$ cat config.mk
export PLATFORM = sky130hd
export DESIGN_NAME = pss_search_ctrl
export DESIGN_NICKNAME = d
export VERILOG_FILES = /design/src/rtl/pss_search_ctrl.sv
export SDC_FILE = /design/constraint.sdc
export NUM_CORES = 1
export LEC_CHECK = 0
export ABC_AREA = 1
export CAP_MARGIN = 20
export CORE_ASPECT_RATIO = 1.25
export CORE_MARGIN = 8
export CORE_UTILIZATION = 45
export DETAILED_ROUTE_END_ITERATION = 16
export GPL_ROUTABILITY_DRIVEN = 0
export PLACE_DENSITY = 0.77
export SLEW_MARGIN = 10
export SYNTH_ARGS = -nofsm -noshare
export SYNTH_HDL_FRONTEND = slang
export SYNTH_SLANG_ARGS = --single-unit
$ cat constraint.sdc
create_clock -name clk_i -period 5.4 [get_ports clk_i]
set_input_delay 0.54 -clock clk_i [delete_from_list [all_inputs] [get_ports clk_i]]
set_output_delay 0.54 -clock clk_i [all_outputs]
set_load 0.005 [all_outputs]
$ cat src/rtl/pss_search_ctrl.sv
// PSS search/track sequencer: acquires an N_id_2, then opens a narrow track window
// once per SSB period. Optional confirm stage enabled by PSS_SEARCH_CTRL_CONFIRM_EN.
module pss_search_ctrl #(
    parameter int SSB_PERIOD = 38400,
    parameter int WINDOW_LEN = 8,
    parameter int MAX_MISSES = 3
) (
    input  logic       clk_i,
    input  logic       reset_i,
    input  logic       s_axis_in_tvalid,
    input  logic       N_id_2_valid_i,
    input  logic [1:0] N_id_2_i,
    output logic [1:0] mode_o,
    output logic [1:0] requested_N_id_2_o,
    output logic       locked_o,
    output logic       window_o,
    output logic [3:0] miss_cnt_o,
    output logic       lock_lost_o
);

    localparam int CNT_DW = $clog2(SSB_PERIOD + WINDOW_LEN + 1);
    localparam logic [CNT_DW-1:0] OPEN_AT  = CNT_DW'(SSB_PERIOD - WINDOW_LEN / 2);
    localparam logic [CNT_DW-1:0] CLOSE_AT = CNT_DW'(SSB_PERIOD + WINDOW_LEN / 2);
    localparam logic [CNT_DW-1:0] HALF_WIN = CNT_DW'(WINDOW_LEN / 2);
    localparam logic [CNT_DW-1:0] CNT_ZERO = {CNT_DW{1'b0}};
    localparam logic [CNT_DW-1:0] CNT_ONE  = {{(CNT_DW-1){1'b0}}, 1'b1};
    localparam logic [3:0]        MAX_MISS = 4'(MAX_MISSES);

    localparam logic [1:0] MODE_SEARCH = 2'd0;
    localparam logic [1:0] MODE_TRACK  = 2'd1;
    localparam logic [1:0] MODE_PAUSE  = 2'd2;

    typedef enum logic [1:0] {
        ST_SEARCH  = 2'd0,
        ST_WAIT    = 2'd1,
        ST_WINDOW  = 2'd2
`ifdef PSS_SEARCH_CTRL_CONFIRM_EN
        ,ST_CONFIRM = 2'd3
`endif
    } state_t;

    state_t            state;
    logic [CNT_DW-1:0] cnt;
    logic [CNT_DW-1:0] cnt_inc;
    logic [3:0]        miss_inc;
    logic              det;
    logic              match;

    assign cnt_inc  = cnt + CNT_ONE;
    assign miss_inc = miss_cnt_o + 4'd1;
    // id 3 is not a legal N_id_2 and never counts as a detection
    assign det      = N_id_2_valid_i && (N_id_2_i != 2'd3);
    assign match    = det && (N_id_2_i == requested_N_id_2_o);

    // Sequencer state, sample counter and all registered outputs
    always_ff @(posedge clk_i) begin
        if (reset_i) begin
            state              <= ST_SEARCH;
            cnt                <= CNT_ZERO;
            mode_o             <= MODE_SEARCH;
            requested_N_id_2_o <= 2'd0;
            locked_o           <= 1'b0;
            window_o           <= 1'b0;
            miss_cnt_o         <= 4'd0;
            lock_lost_o        <= 1'b0;
        end else begin
            lock_lost_o <= 1'b0;
            case (state)
                ST_SEARCH: begin
                    cnt <= CNT_ZERO;
                    if (det) begin
                        requested_N_id_2_o <= N_id_2_i;
                        miss_cnt_o         <= 4'd0;
`ifdef PSS_SEARCH_CTRL_CONFIRM_EN
                        state              <= ST_CONFIRM;
                        mode_o             <= MODE_TRACK;
                        locked_o           <= 1'b0;
`else
                        state              <= ST_WAIT;
                        mode_o             <= MODE_PAUSE;
                        locked_o           <= 1'b1;
`endif
                    end
                end
                ST_WAIT: begin
                    if (s_axis_in_tvalid) begin
                        cnt <= cnt_inc;
                        if (cnt_inc == OPEN_AT) begin
                            state    <= ST_WINDOW;
                            mode_o   <= MODE_TRACK;
                            window_o <= 1'b1;
                        end
                    end
                end
                ST_WINDOW: begin
                    // a matching peak re-anchors the counter and beats a coincident close strobe
                    if (match) begin
                        cnt        <= CNT_ZERO;
                        miss_cnt_o <= 4'd0;
                        state      <= ST_WAIT;
                        mode_o     <= MODE_PAUSE;
                        window_o   <= 1'b0;
                    end else if (s_axis_in_tvalid) begin
                        cnt <= cnt_inc;
                        if (cnt_inc == CLOSE_AT) begin
                            window_o <= 1'b0;
                            if (miss_inc == MAX_MISS) begin
                                state       <= ST_SEARCH;
                                cnt         <= CNT_ZERO;
                                mode_o      <= MODE_SEARCH;
                                locked_o    <= 1'b0;
                                miss_cnt_o  <= 4'd0;
                                lock_lost_o <= 1'b1;
                            end else begin
                                state      <= ST_WAIT;
                                cnt        <= HALF_WIN;
                                mode_o     <= MODE_PAUSE;
                                miss_cnt_o <= miss_inc;
                            end
                        end
                    end
                end
`ifdef PSS_SEARCH_CTRL_CONFIRM_EN
                ST_CONFIRM: begin
                    // only a matching peak inside the first window confirms the lock
                    if (match && (cnt >= OPEN_AT)) begin
                        cnt      <= CNT_ZERO;
                        state    <= ST_WAIT;
                        mode_o   <= MODE_PAUSE;
                        locked_o <= 1'b1;
                    end else if (s_axis_in_tvalid) begin
                        cnt <= cnt_inc;
                        if (cnt_inc == CLOSE_AT) begin
                            state  <= ST_SEARCH;
                            cnt    <= CNT_ZERO;
                            mode_o <= MODE_SEARCH;
                        end
                    end
                end
`endif
                default: begin
                    state      <= ST_SEARCH;
                    cnt        <= CNT_ZERO;
                    mode_o     <= MODE_SEARCH;
                    locked_o   <= 1'b0;
                    window_o   <= 1'b0;
                    miss_cnt_o <= 4'd0;
                end
            endcase
        end
    end

endmodule
==> results.sh <==
export IMPL_routed_wl_um=4440
export IMPL_drv_cap=0
export IMPL_yosysWarnings=0
export IMPL_grt_overflow=0
export IMPL_cts_tree="built"
export IMPL_placedCellCount=373
export IMPL_antenna_found_initial=0
export IMPL_status="finished clean"
export IMPL_pwr_density_cell_nw_per_um2=307
export IMPL_fp_dieW_um=74.0
export IMPL_arrival_ps=3000
export IMPL_holdWs_ps=456
export IMPL_grt_pass1_wl_um=7710
export IMPL_clock_skew_ps=4.29
export IMPL_postSynth_asyncResetShare_pct=0
export IMPL_synth_cell_type_count=25
export IMPL_cp_max_fo=21
export IMPL_dpl_hpwl_um=3370
export IMPL_diodes=0
export IMPL_htreeDepth=1
export IMPL_fmax_ghz=0.355
export IMPL_root_buffer="clkbuf_8"
export IMPL_yosys_top_cells_count="nand2_1, nand3_1, inv_1, a21oi_1, dfxtp_1"
export IMPL_cts_made_buffers=3
export IMPL_cp_num_buf_inv=2
export IMPL_crit_path_end_kind="flip-flop"
export IMPL_synthTopCellsByArea="dfxtp_1, nand2_1, nand3_1"
export IMPL_relSlewSlack_pct=29.3
export IMPL_track_usage_pct=14.5
export IMPL_worst_path_max_delay_cell="nor2_1"
export IMPL_avgSynthCellArea_um2=6.18
export IMPL_syn_nets=319
export IMPL_p_leak_nw=0.795
export IMPL_final_setup_viol_count=0
export IMPL_drive_gt1_share_pct=5.92
export IMPL_synthCells=306
export IMPL_fin_cells=377
export IMPL_postCtsSetupBuffers=0
export IMPL_num_vias=1934
export IMPL_setup_tns_ps=0
export IMPL_synth_area_um2=1890
export IMPL_drv_slew=0
export IMPL_cp_top_family="simple AND/OR/NAND/NOR gates"
export IMPL_crit_required_ps=5590
export IMPL_postRouteAntennaNets=0
export IMPL_dp_slack_ps=2350
export IMPL_area_delta_synth_final_pct=13.2
export IMPL_ios=17
export IMPL_synthFlopType="dfxtp_1"
export IMPL_final_core_util_pct=52.6
export IMPL_worstSetupPathType="in2reg"
export IMPL_max_stage_delay_ps=810
export IMPL_cp_common_cell="a21oi_1"
export IMPL_clock_sinks=27
export IMPL_grt_max_degree=23
export IMPL_die_h_um=88.5
export IMPL_cp_cell_sequence="clkdlybuf4s50_1 -> xnor2_1 -> nand4_1 -> nand2_1 -> a21oi_1 -> buf_4 -> nor2_1 -> nand3_1 -> a21oi_1"
export IMPL_routedWlPerCell_um=11.8
export IMPL_worst_slack_ps=2580
export IMPL_rows=26
export IMPL_netlist_area_leader_share_pct=28.6
export IMPL_max_slew_worst_pin_slew_ps=1060
export IMPL_drc_errors=0
export IMPL_clk_path_buf_depth=2
export IMPL_hold_path_class="reg2reg"
export IMPL_grt_pass1_vias=1877
export IMPL_critPathLaunchType="input port"
export IMPL_viasPerCell=5.13
export IMPL_port_buffers=16
export IMPL_rsz0062_at_grt="no"
export IMPL_clk_latency_ps=270
export IMPL_fillers=421
export IMPL_finalHoldViolCount=0
export IMPL_yosysMostFrequentCell="nand2_1"
export IMPL_cts_resized=0
export IMPL_nNetsFinal=335
export IMPL_irDropWorstVdd_mv=0.270
export IMPL_synth_edf_count=0
export IMPL_cts_hold_buf=0
export IMPL_period_share_pct=52.2
export IMPL_yosys_area_top_type="dfxtp_1"
export IMPL_first_pass_iters=5
export IMPL_drtIter0Drc=101
export IMPL_dieArea_um2=6550
export IMPL_fin_crit_ps=2820
export IMPL_clkTransAtPathRegs_ps=90
export IMPL_ys_ff_latch=27
export IMPL_start_util_pct=46.5
export IMPL_core_area_um2=4070
export IMPL_ys_seq_area_share_pct=28.6
flip-flops by register name (all words and copies together), names as in the netlist:
signal              count
mode_o                  1
locked_o                1
cnt                    16
window_o                1
state                   1
requested_N_id_2_o      2
miss_cnt_o              4
lock_lost_o             1
area by class of cell:
class,instances,area [um2],share of cell area (%)
Tap cell,56,70.1,3.27
Inverter,37,139,6.49
Sequential cell,27,541,25.2
Clock buffer,4,45.0,2.10
Timing Repair Buffer,17,168,7.83
Multi-Input combinational cell,236,1180,55.1
report_power, final:
part / internal [mW] / leakage [nW] / switching [mW]
Sequential: 0.220 / 0.219 / 0.0180
Clock: 0.0529 / 0.0228 / 0.0629
Combinational: 0.105 / 0.554 / 0.200
Total: 0.378 / 0.795 / 0.281
cell usage in the layout, fill, tap and decap left out, types with 3 or more instances in the layout:
| master | count |
|---|---|
| clkdlybuf4s50_1 | 16 |
| nor2_1 | 26 |
| inv_1 | 35 |
| nand2_1 | 96 |
| nor2_2 | 5 |
| xnor2_1 | 3 |
| xor2_1 | 3 |
| clkbuf_8 | 3 |
| nand3_2 | 3 |
| nand3_1 | 36 |
| ha_1 | 7 |
| o21ai_0 | 4 |
| nand4_1 | 12 |
| dfxtp_1 | 27 |
| a21oi_1 | 27 |
| nor3_1 | 6 |
worst reg2reg max path: stages (launching register included):
cell and delay (ps):
dfxtp_1 390, inv_1 100, ha_1 220, nand2_1 200, a21oi_1 100, buf_4 220
nor2_1 820, nand3_1 160, a21oi_1 180
metal layers:
| layer | vias up | global-route usage (%) | wire length, um |
|---|---|---|---|
| met4 | 0 | 5.83 | 70 |
| li1 | 1021 | - | - |
| met2 | 39 | 26.3 | 2250 |
| met1 | 868 | 16.3 | 1950 |
| met3 | 6 | 1.93 | 170 |
| met5 | - | 0 | 0 |
worst paths after layout:
kind,endpoint,cells after the start,slack [ps],from
setup / recovery,cnt[14]$_SDFFE_PP0P_,9,2580,N_id_2_i[0]
hold / removal,window_o$_SDFFE_PP0P_,2,460,window_o$_SDFFE_PP0P_
setup reg to reg,cnt[14]$_SDFFE_PP0P_,8,2930,state[0]$_SDFFE_PP0P_
hold reg to reg,window_o$_SDFFE_PP0P_,2,460,window_o$_SDFFE_PP0P_
through the flow:
stage	instance area, um2	power [mW]
5_1_grt	2140	0.712
3_5_place_dp	2100	0.544
2_1_floorplan	1890	0.468
4_1_cts	2140	0.663
6_report	2140	0.658
3_3_place_gp	2100	0.547
logic make-up after synthesis:
family | share of synthesized area, %
AND/OR/NAND/NOR | 45.0
buffers and inverters | 9.13
AO/OA/AOI/OAI | 9.85
flip-flops | 28.6
adder cells (fa/ha/maj) | 4.63
XOR/XNOR | 2.78
No activity file was read; power rests on OpenSTA's default activity.
